===== src/rtl/ctrl_pkg.sv =====
// ctrl_pkg: instruction classes, field positions and FSM encoding for the control unit
package ctrl_pkg;
    localparam int INSTR_WIDTH = 16;
    localparam int CLS_MSB = 15;
    localparam int CLS_LSB = 12;
    localparam int OP_MSB  = 11;
    localparam int OP_LSB  = 8;
    localparam int IMM_MSB = 7;
    localparam int IMM_LSB = 0;

    localparam logic [3:0] CLASS_NOP     = 4'h0;
    localparam logic [3:0] CLASS_ALU_IMM = 4'h1;
    localparam logic [3:0] CLASS_ALU_EXT = 4'h2;
    localparam logic [3:0] CLASS_MOV     = 4'h3;
    localparam logic [3:0] CLASS_JMP     = 4'h4;
    localparam logic [3:0] CLASS_JZ      = 4'h5;
    localparam logic [3:0] CLASS_JNZ     = 4'h6;
    localparam logic [3:0] CLASS_HALT    = 4'hF;

    typedef enum logic [1:0] {
        ST_IDLE  = 2'd0,
        ST_FETCH = 2'd1,
        ST_EXEC  = 2'd2,
        ST_HALT  = 2'd3
    } state_t;

    function automatic logic is_alu(input logic [3:0] cls);
        return cls == CLASS_ALU_IMM || cls == CLASS_ALU_EXT;
    endfunction
endpackage


===== src/rtl/control_unit_if.sv =====
// control_unit_if: ROM/ALU/datapath side signals of the control unit
interface control_unit_if #(
    parameter int DATA_WIDTH = 8,
    parameter int OP_WIDTH   = 4,
    parameter int PC_WIDTH   = 8
);
    import ctrl_pkg::*;
    logic                   START;
    logic [INSTR_WIDTH-1:0] INSTR;
    logic                   ZF;
    logic [PC_WIDTH-1:0]    PC;
    logic [OP_WIDTH-1:0]    OP;
    logic [DATA_WIDTH-1:0]  IMM;
    logic                   SEL_IN0;
    logic                   CE_ACC;
    logic                   CE_R0;
    logic                   HALTED;
    modport master (input START, INSTR, ZF, output PC, OP, IMM, SEL_IN0, CE_ACC, CE_R0, HALTED);
    modport slave  (output START, INSTR, ZF, input PC, OP, IMM, SEL_IN0, CE_ACC, CE_R0, HALTED);
endinterface


===== src/rtl/control_unit_decode.sv =====
// control_decode: combinational decode of the instruction register into datapath controls
module control_decode
    import ctrl_pkg::*;
#(
    parameter int DATA_WIDTH = 8,
    parameter int OP_WIDTH   = 4
) (
    input  logic [INSTR_WIDTH-1:0] ir_i,
    input  state_t                 state_i,
    input  logic                   zf_q_i,
    output logic [OP_WIDTH-1:0]    op_o,
    output logic [DATA_WIDTH-1:0]  imm_o,
    output logic                   sel_in0_o,
    output logic                   ce_acc_o,
    output logic                   ce_r0_o,
    output logic                   is_jump_o,
    output logic                   jump_taken_o
);
    logic [3:0] cls;
    logic       exec;
    logic       alu;

    assign cls  = ir_i[CLS_MSB:CLS_LSB];
    assign exec = state_i == ST_EXEC;
    assign alu  = exec && is_alu(cls);

    // Controls are only live during EXEC; every other state presents an all-zero word
    always_comb begin
        op_o         = alu ? OP_WIDTH'(ir_i[OP_MSB:OP_LSB]) : '0;
        imm_o        = alu ? DATA_WIDTH'(ir_i[IMM_MSB:IMM_LSB]) : '0;
        sel_in0_o    = exec && cls == CLASS_ALU_IMM;
        ce_acc_o     = alu;
        ce_r0_o      = exec && cls == CLASS_MOV;
        is_jump_o    = cls == CLASS_JMP || cls == CLASS_JZ || cls == CLASS_JNZ;
        jump_taken_o = exec && (cls == CLASS_JMP || (cls == CLASS_JZ && zf_q_i) || (cls == CLASS_JNZ && !zf_q_i));
    end
endmodule


===== src/rtl/control_unit.sv =====
// control_unit: two-cycle fetch/execute sequencer driving the 8-bit ALU datapath
module control_unit
    import ctrl_pkg::*;
#(
    parameter int DATA_WIDTH = 8,
    parameter int OP_WIDTH   = 4,
    parameter int PC_WIDTH   = 8
) (
    input  logic            CLK,
    input  logic            RST,
    control_unit_if.master  bus
);
    state_t                 state_q, state_d;
    logic [PC_WIDTH-1:0]    pc_q, pc_d;
    logic [INSTR_WIDTH-1:0] ir_q, ir_d;
    logic                   zf_q, zf_d;
    logic                   is_jump;
    logic                   jump_taken;
    logic [3:0]             cls;

    assign cls        = ir_q[CLS_MSB:CLS_LSB];
    assign bus.PC     = pc_q;
    assign bus.HALTED = state_q == ST_HALT;

    control_decode #(.DATA_WIDTH(DATA_WIDTH), .OP_WIDTH(OP_WIDTH)) u_decode (
        .ir_i         (ir_q),
        .state_i      (state_q),
        .zf_q_i       (zf_q),
        .op_o         (bus.OP),
        .imm_o        (bus.IMM),
        .sel_in0_o    (bus.SEL_IN0),
        .ce_acc_o     (bus.CE_ACC),
        .ce_r0_o      (bus.CE_R0),
        .is_jump_o    (is_jump),
        .jump_taken_o (jump_taken)
    );

    // Next state: latch IR leaving FETCH; update PC and the latched zero flag leaving EXEC
    always_comb begin
        state_d = state_q;
        pc_d    = pc_q;
        ir_d    = ir_q;
        zf_d    = zf_q;
        case (state_q)
            ST_IDLE:  state_d = bus.START ? ST_FETCH : ST_IDLE;
            ST_FETCH: begin
                state_d = ST_EXEC;
                ir_d    = bus.INSTR;
            end
            ST_EXEC:  begin
                state_d = cls == CLASS_HALT ? ST_HALT : ST_FETCH;
                pc_d    = jump_taken ? PC_WIDTH'(ir_q[IMM_MSB:IMM_LSB]) :
                          cls == CLASS_HALT ? pc_q : pc_q + PC_WIDTH'(1);
                zf_d    = is_alu(cls) ? bus.ZF : zf_q;
            end
            default:  state_d = ST_HALT;
        endcase
    end

    // State registers; reset clears them at once so the enables drop within the cycle
    always_ff @(posedge CLK or posedge RST) begin
        if (RST) begin
            state_q <= ST_IDLE;
            pc_q    <= '0;
            ir_q    <= '0;
            zf_q    <= 1'b0;
        end else begin
            state_q <= state_d;
            pc_q    <= pc_d;
            ir_q    <= ir_d;
            zf_q    <= zf_d;
        end
    end

    a_taken_is_jump: assert property (@(posedge CLK) disable iff (RST) jump_taken |-> is_jump);
endmodule


===== src/flat_wrapper.sv =====
// flat-port wrapper written by rule: the top's interface ports become plain ports
module control_unit_flat import ctrl_pkg::*;
#(
    parameter int DATA_WIDTH = 8,
    parameter int OP_WIDTH   = 4,
    parameter int PC_WIDTH   = 8
)
  (CLK, RST, bus_START, bus_INSTR, bus_ZF, bus_PC, bus_OP, bus_IMM, bus_SEL_IN0, bus_CE_ACC, bus_CE_R0, bus_HALTED);
  control_unit_if #(.DATA_WIDTH(DATA_WIDTH), .OP_WIDTH(OP_WIDTH), .PC_WIDTH(PC_WIDTH)) bus_i ();
  input  logic CLK;
  input  logic RST;
  input wire logic [$bits(bus_i.START)-1:0] bus_START;
  input wire logic [$bits(bus_i.INSTR)-1:0] bus_INSTR;
  input wire logic [$bits(bus_i.ZF)-1:0] bus_ZF;
  output wire logic [$bits(bus_i.PC)-1:0] bus_PC;
  output wire logic [$bits(bus_i.OP)-1:0] bus_OP;
  output wire logic [$bits(bus_i.IMM)-1:0] bus_IMM;
  output wire logic [$bits(bus_i.SEL_IN0)-1:0] bus_SEL_IN0;
  output wire logic [$bits(bus_i.CE_ACC)-1:0] bus_CE_ACC;
  output wire logic [$bits(bus_i.CE_R0)-1:0] bus_CE_R0;
  output wire logic [$bits(bus_i.HALTED)-1:0] bus_HALTED;
  assign bus_i.START = bus_START;
  assign bus_i.INSTR = bus_INSTR;
  assign bus_i.ZF = bus_ZF;
  assign bus_PC = bus_i.PC;
  assign bus_OP = bus_i.OP;
  assign bus_IMM = bus_i.IMM;
  assign bus_SEL_IN0 = bus_i.SEL_IN0;
  assign bus_CE_ACC = bus_i.CE_ACC;
  assign bus_CE_R0 = bus_i.CE_R0;
  assign bus_HALTED = bus_i.HALTED;
  control_unit #(.DATA_WIDTH(DATA_WIDTH), .OP_WIDTH(OP_WIDTH), .PC_WIDTH(PC_WIDTH)) u_core (.CLK(CLK), .RST(RST), .bus(bus_i));
endmodule

===== config.mk =====
export PLATFORM = sky130hd
export DESIGN_NAME = control_unit_flat
export DESIGN_NICKNAME = d
export VERILOG_FILES = /design/src/rtl/ctrl_pkg.sv /design/src/rtl/control_unit_if.sv /design/src/rtl/control_unit_decode.sv /design/src/rtl/control_unit.sv /design/src/flat_wrapper.sv
export SDC_FILE = /design/constraint.sdc
export NUM_CORES = 1
export LEC_CHECK = 0
export BUFFER_PORTS_ARGS = -buffer_cell sky130_fd_sc_hd__buf_2
export CAP_MARGIN = 20
export CORE_MARGIN = 2
export CORE_UTILIZATION = 35
export CTS_CLUSTER_SIZE = 28
export DETAILED_ROUTE_END_ITERATION = 10
export PLACE_DENSITY = 0.71
export SYNTH_ARGS = -nofsm -noshare
export SYNTH_HDL_FRONTEND = slang
export SYNTH_SLANG_ARGS = --single-unit
export TNS_END_PERCENT = 30

===== constraint.sdc =====
create_clock -name CLK -period 1.9 [get_ports CLK]
set_input_delay 0.38 -clock CLK [delete_from_list [all_inputs] [get_ports CLK]]
set_output_delay 0.38 -clock CLK [all_outputs]
set_load 0.005 [all_outputs]

# Word level (Yosys, flattened, before mapping)
# Cells that the tools add are included.
op_classes:
  add_sub_neg: 1
  n_reduce_logical: 13
  n_eq_ne: 11
  mux: 7
op_table:
  columns: ["op", "n"]
  rows:
  - ["8-bit 2-to-1 mux", 3]
  - ["4-bit by 3-bit equality test with 1-bit output, second input constant", 3]
  - ["8-bit by 1-bit adder with 8-bit output, second input constant", 1]
  - ["4-bit by 2-bit equality test with 1-bit output, second input constant", 2]
  - ["1-bit logical AND", 6]
  - ["2-bit one-hot mux with 3 select lines", 1]
  - ["2-bit equality test, second input constant", 2]
  - ["4-bit by 1-bit equality test with 1-bit output, second input constant", 1]
  - ["4-bit equality test, second input constant", 1]
  - ["4-bit 2-to-1 mux", 1]
  - ["2-bit AND reduction", 2]
  - ["1-bit logical OR", 3]
  - ["2-bit by 1-bit equality test with 1-bit output, second input constant", 1]
  - ["2-bit zero test", 1]
  - ["2-bit 2-to-1 mux", 1]
  - ["2-bit by 1-bit != test with 1-bit output, second input constant", 1]
  - ["1-bit zero test", 1]
  - ["1-bit 2-to-1 mux", 1]
word_totals:
  in_bits: 20
  output_inout_bits: 24
  word_cells: 36
  ff_bits: 27

# Depth between registers and ports, before layout
depth:
  word_depth: 7
  depth_mapped: 5
  mapped_depth_nobuf: 5

# Cells and area by module
# From an unflattened synthesis, not the netlist that was laid out.
hier_totals:
  hier_cells: 139
  hier_area_um2: 1507.7
modules_own_cells:
  columns: ["module", "cells_each", "instances", "seq_area_each_um2", "area_each_um2"]
  rows:
  - ["control_unit", 114, 1, 675.6, 1272.5]
  - ["control_decode", 25, 1, 0.0, 235.2]

# Worst setup path before layout
# No wires, ideal clock.
synth_path:
  path_type: "register to output"
  start: "register u_core.state_q[0]"
  end: "output bus_IMM[1]"
  required_ns: 1.520
  slack_ns: 0.277
  t_arrival_ns: 1.243
  stages_incl_launch_ff: 6
  path_buffers: 1
  path_cell_list: "dfrtp_1 > nor3b_2 > nand2b_1 > nor2_1 > buf_2 > and2_1"
synth_between:
  elab_chain_len: 3
synth_rtl:
  columns: ["item", "line_no", "source"]
  rows:
  - ["start: declaration", "control_unit.sv:13", "state_t state_q, state_d;"]
  - ["start signal: assignment", "control_unit.sv:68", "state_q <= state_d;"]
  - ["2-bit equality test", "control_unit_decode.sv:24", "assign exec = state_i == ST_EXEC;"]
  - ["1-bit logical AND", "control_unit_decode.sv:25", "assign alu = exec && is_alu(cls);"]
  - ["via bus_CE_ACC", "flat_wrapper.sv:19", "output wire logic [$bits(bus_i.CE_ACC)-1:0] bus_CE_ACC;"]
  - ["8-bit 2-to-1 mux", "control_unit_decode.sv:30", "imm_o = alu ? DATA_WIDTH'(ir_i[IMM_MSB:IMM_LSB]) : '0;"]
  - ["end: declaration", "flat_wrapper.sv:17", "output wire logic [$bits(bus_i.IMM)-1:0] bus_IMM;"]
# The timed path passes the listed nets, and every way through them passes these cells.

# Worst setup path after layout
layout_path:
  start: "register u_core.state_q[0]"
  end: "output bus_IMM[1]"
layout_between:
  elab_chain_len: 3
layout_rtl:
  columns: ["item", "line_no"]
  rows:
  - ["2-bit equality test", "control_unit_decode.sv:24"]
  - ["1-bit logical AND", "control_unit_decode.sv:25"]
  - ["8-bit 2-to-1 mux", "control_unit_decode.sv:30"]
# Every way passes these cells.

==> flow_summary.json <==
{
  "diodes": 0,
  "power.leakage_nw": 0.8182,
  "synth.distinct_cells": 30,
  "critical_path_class": "flop to primary output",
  "async_flop_share_pct": 100.0,
  "die_area_mm2": 0.004290,
  "fin_tns_setup_ns": -0.4325,
  "grt_usage_pct": 14.66,
  "core_mm2": 0.003661,
  "maxCapViolations": 0,
  "fmax_ghz": 0.5130,
  "cpMaxStageDelayCell": "dfrtp_1",
  "synth_warnings": 0,
  "drcViolationCount": 0,
  "slew_headroom_pct": 77.68,
  "cts_made_buffers": 3,
  "r2r_start": "u_core.state_q[0]",
  "syn_inst": 119,
  "cts_sinks": 27,
  "die_x_um": 65.50,
  "hold_viol": 0,
  "clk_pin_slew_ns": 0.09,
  "tightestPinTransition_ns": 0.3347,
  "post-route-min-period_ns": 1.949,
  "path_buf_inv": 2,
  "cpPeakStageDelay_ns": 0.41,
  "dr_total_vias": 1066,
  "die_y_um": 65.50,
  "vdd_drop_max_mv": 0.6350,
  "grt_overflow_total": 0,
  "gp_congestion": 0.8205,
  "grt_pass1_vias": 1034,
  "cp.arrival_ns": 1.57,
  "cts_tree": "done",
  "drt-total-wl_mm": 3.009,
  "ys.flop_type": "dfrtp_1",
  "layout_common_cells": "buf_2 (36), dfrtp_1 (27), mux2_1 (17)",
  "stdcell_area_mm2": 0.001778,
  "via_per_inst": 4.890,
  "clock_path_buffers": 2,
  "rows": 22,
  "clk_latency_ns": 0.27,
  "worstPathMaxFanout": 7,
  "ant_nets": 0,
  "worstPathRequired_ns": 1.52,
  "cts_root_buf": "clkbuf_8",
  "yosys_register_bits": 27,
  "rsz0062_at_grt": "yes",
  "grt_pass1_wl_mm": 4.774,
  "min_path_type": "input pin to asynchronous set/reset pin",
  "fin_crit_sh_pct": 102.6,
  "violations": "negative setup slack",
  "setup_slack_ns": -0.04941,
  "nNetsFinal": 192,
  "place_hpwl_mm": 2.140,
  "synth_edf_count": 0,
  "grt_start_max_net_pins": 28,
  "start_kind": "flop",
  "status": "finished with violations",
  "timing.rr.end": "u_core.bus.PC[7]",
  "start_util_pct": 36.16,
  "drv_slew": 0,
  "rrSetupSlack_ns": 0.14,
  "port_buffers": 43,
  "powerDensity_mw_per_mm2": 1228,
  "drt_first_pass_iters": 4,
  "cts_max_level": 1,
  "final_common_cell": "buf_2",
  "synth_fp_nets": 140,
  "endpoint_kind": "primary output",
  "ios": 44,
  "mappedNetlistArea_mm2": 0.001324,
  "syn_area_per_cell_um2": 11.12,
  "drive_gt1_share_pct": 40.00,
  "wl_per_cell_um": 13.80,
  "clock_skew_ns": 0.006270,
  "drt_iter0_markers": 36,
  "dpl-instance-area_mm2": 0.001594,
  "antenna_found_initial": 0,
  "syn2layout_area_growth_pct": 34.31,
  "reg2reg_depth": 6,
  "finalSetupViolations": 12,
  "yosysSeqAreaShare_pct": 51.04,
  "cp_top_family": "simple AND/OR/NAND/NOR gates",
  "path_cells": "nor3b_2 -> nand2b_1 -> nor2_4 -> buf_6 -> and2_4 -> buf_6",
  "cpMostUsedCell": "buf_6"
}
[kinds of logic after synthesis]
| kind of cell | Yosys count | share of synthesized area, % |
|---|---|---|
| AOI/OAI and AO/OA | 12 | 5.860 |
| buffers and inverters | 8 | 2.930 |
| and+or+nand+nor | 47 | 20.04 |
| DFF | 27 | 51.04 |
| xor gates and xnor gates | 6 | 3.970 |
| muxes | 18 | 15.22 |
| adders and majority gates | 1 | 0.9450 |
[metal layers]
metal	share of wire, %	up-vias	global-route usage (%)
met1	42	514	18.69
met4	1.9	0	7.031
li1	-	517	-
met2	50	31	25.13
met3	5.9	4	1.199
met5	0	-	0
[metrics by stage]
step / setup slack [ns] / cells / util, % / total power, W / hold WS, ns
after floorplan: 0.2773 / 119 / - / 0.001550 / 0.4327
after global placement: 0.2086 / 208 / 43.54 / 0.001774 / 0.4508
after detailed placement: 0.1668 / 208 / 43.54 / 0.001812 / 0.4605
after CTS: -0.01783 / 216 / 45.59 / 0.002148 / 0.1628
after global routing: -0.1039 / 218 / 48.56 / 0.002351 / 0.1943
final: -0.04941 / 218 / 48.56 / 0.002184 / 0.1530
[area by class of cell]
type / count / area [um^2]
Fill cell: 341 / 1883
Sequential cell: 27 / 675.6
Multi-Input combinational cell: 84 / 651.9
Timing Repair Buffer: 52 / 334.1
Tap cell: 48 / 60.06
Clock buffer: 4 / 45.04
Inverter: 3 / 11.26
[power breakdown]
| part | leakage (nW) | switching, W | internal, W | total (W) |
|---|---|---|---|---|
| logic | 0.480 | 0.000322 | 0.000411 | 0.000733 |
| registers | 0.315 | 0.000283 | 0.000854 | 0.00114 |
| clock network | 0.0228 | 0.000165 | 0.000150 | 0.000314 |
| total | 0.818 | 0.000769 | 0.00142 | 0.00218 |
[worst register-to-register path, cell delays in order, from the launching register on]
cell     delay (ns)
dfrtp_1        0.41
nor3b_2        0.21
buf_4          0.13
buf_4          0.10
and3_1         0.35
o21ai_1        0.13
a221o_1        0.31
[worst max-delay path by stage]
stage / startpoint / to / slack (ns) / depth (start not counted)
final: u_core.state_q[0] / bus_IMM[1] / -0.05 / 6
after global routing: u_core.state_q[0] / bus_IMM[4] / -0.10 / 6
after CTS: u_core.ir_q[15] / bus_IMM[1] / -0.02 / 6
after detailed placement: u_core.state_q[0] / bus_IMM[1] / 0.17 / 6
after global placement: u_core.state_q[0] / bus_IMM[1] / 0.21 / 6
after floorplan: u_core.state_q[0] / bus_IMM[1] / 0.28 / 5
[cells in the mapped netlist (3+ instances only)]
cell	instances	area, um^2
inv_1	3	11.26
mux2_1	17	191.4
nor3_1	4	20.02
nand3_1	4	20.02
nand2_1	10	37.54
dfrtp_1	27	675.7
o21ai_1	5	25.02
and2_1	12	75.07
nor2_1	6	22.52
xnor2_1	6	52.55
buf_2	4	20.02
nand2b_1	3	18.77
[repair_timing]
action | CTS | global route
gates resized for setup | 0 | 22
hold buffers | 0 | 0
endpoints found under the setup margin | 12 | 14
setup buffers | 4 | 1
pin swaps | 1 | 5
gates cloned | 0 | 1
[state kept, by name, indices dropped and copies added (netlist names)]
| name | flops |
|---|---|
| u_core.bus.PC | 8 |
| u_core.zf_q | 1 |
| u_core.state_q | 2 |
| u_core.ir_q | 16 |
No activity file was read; power rests on OpenSTA's default activity.
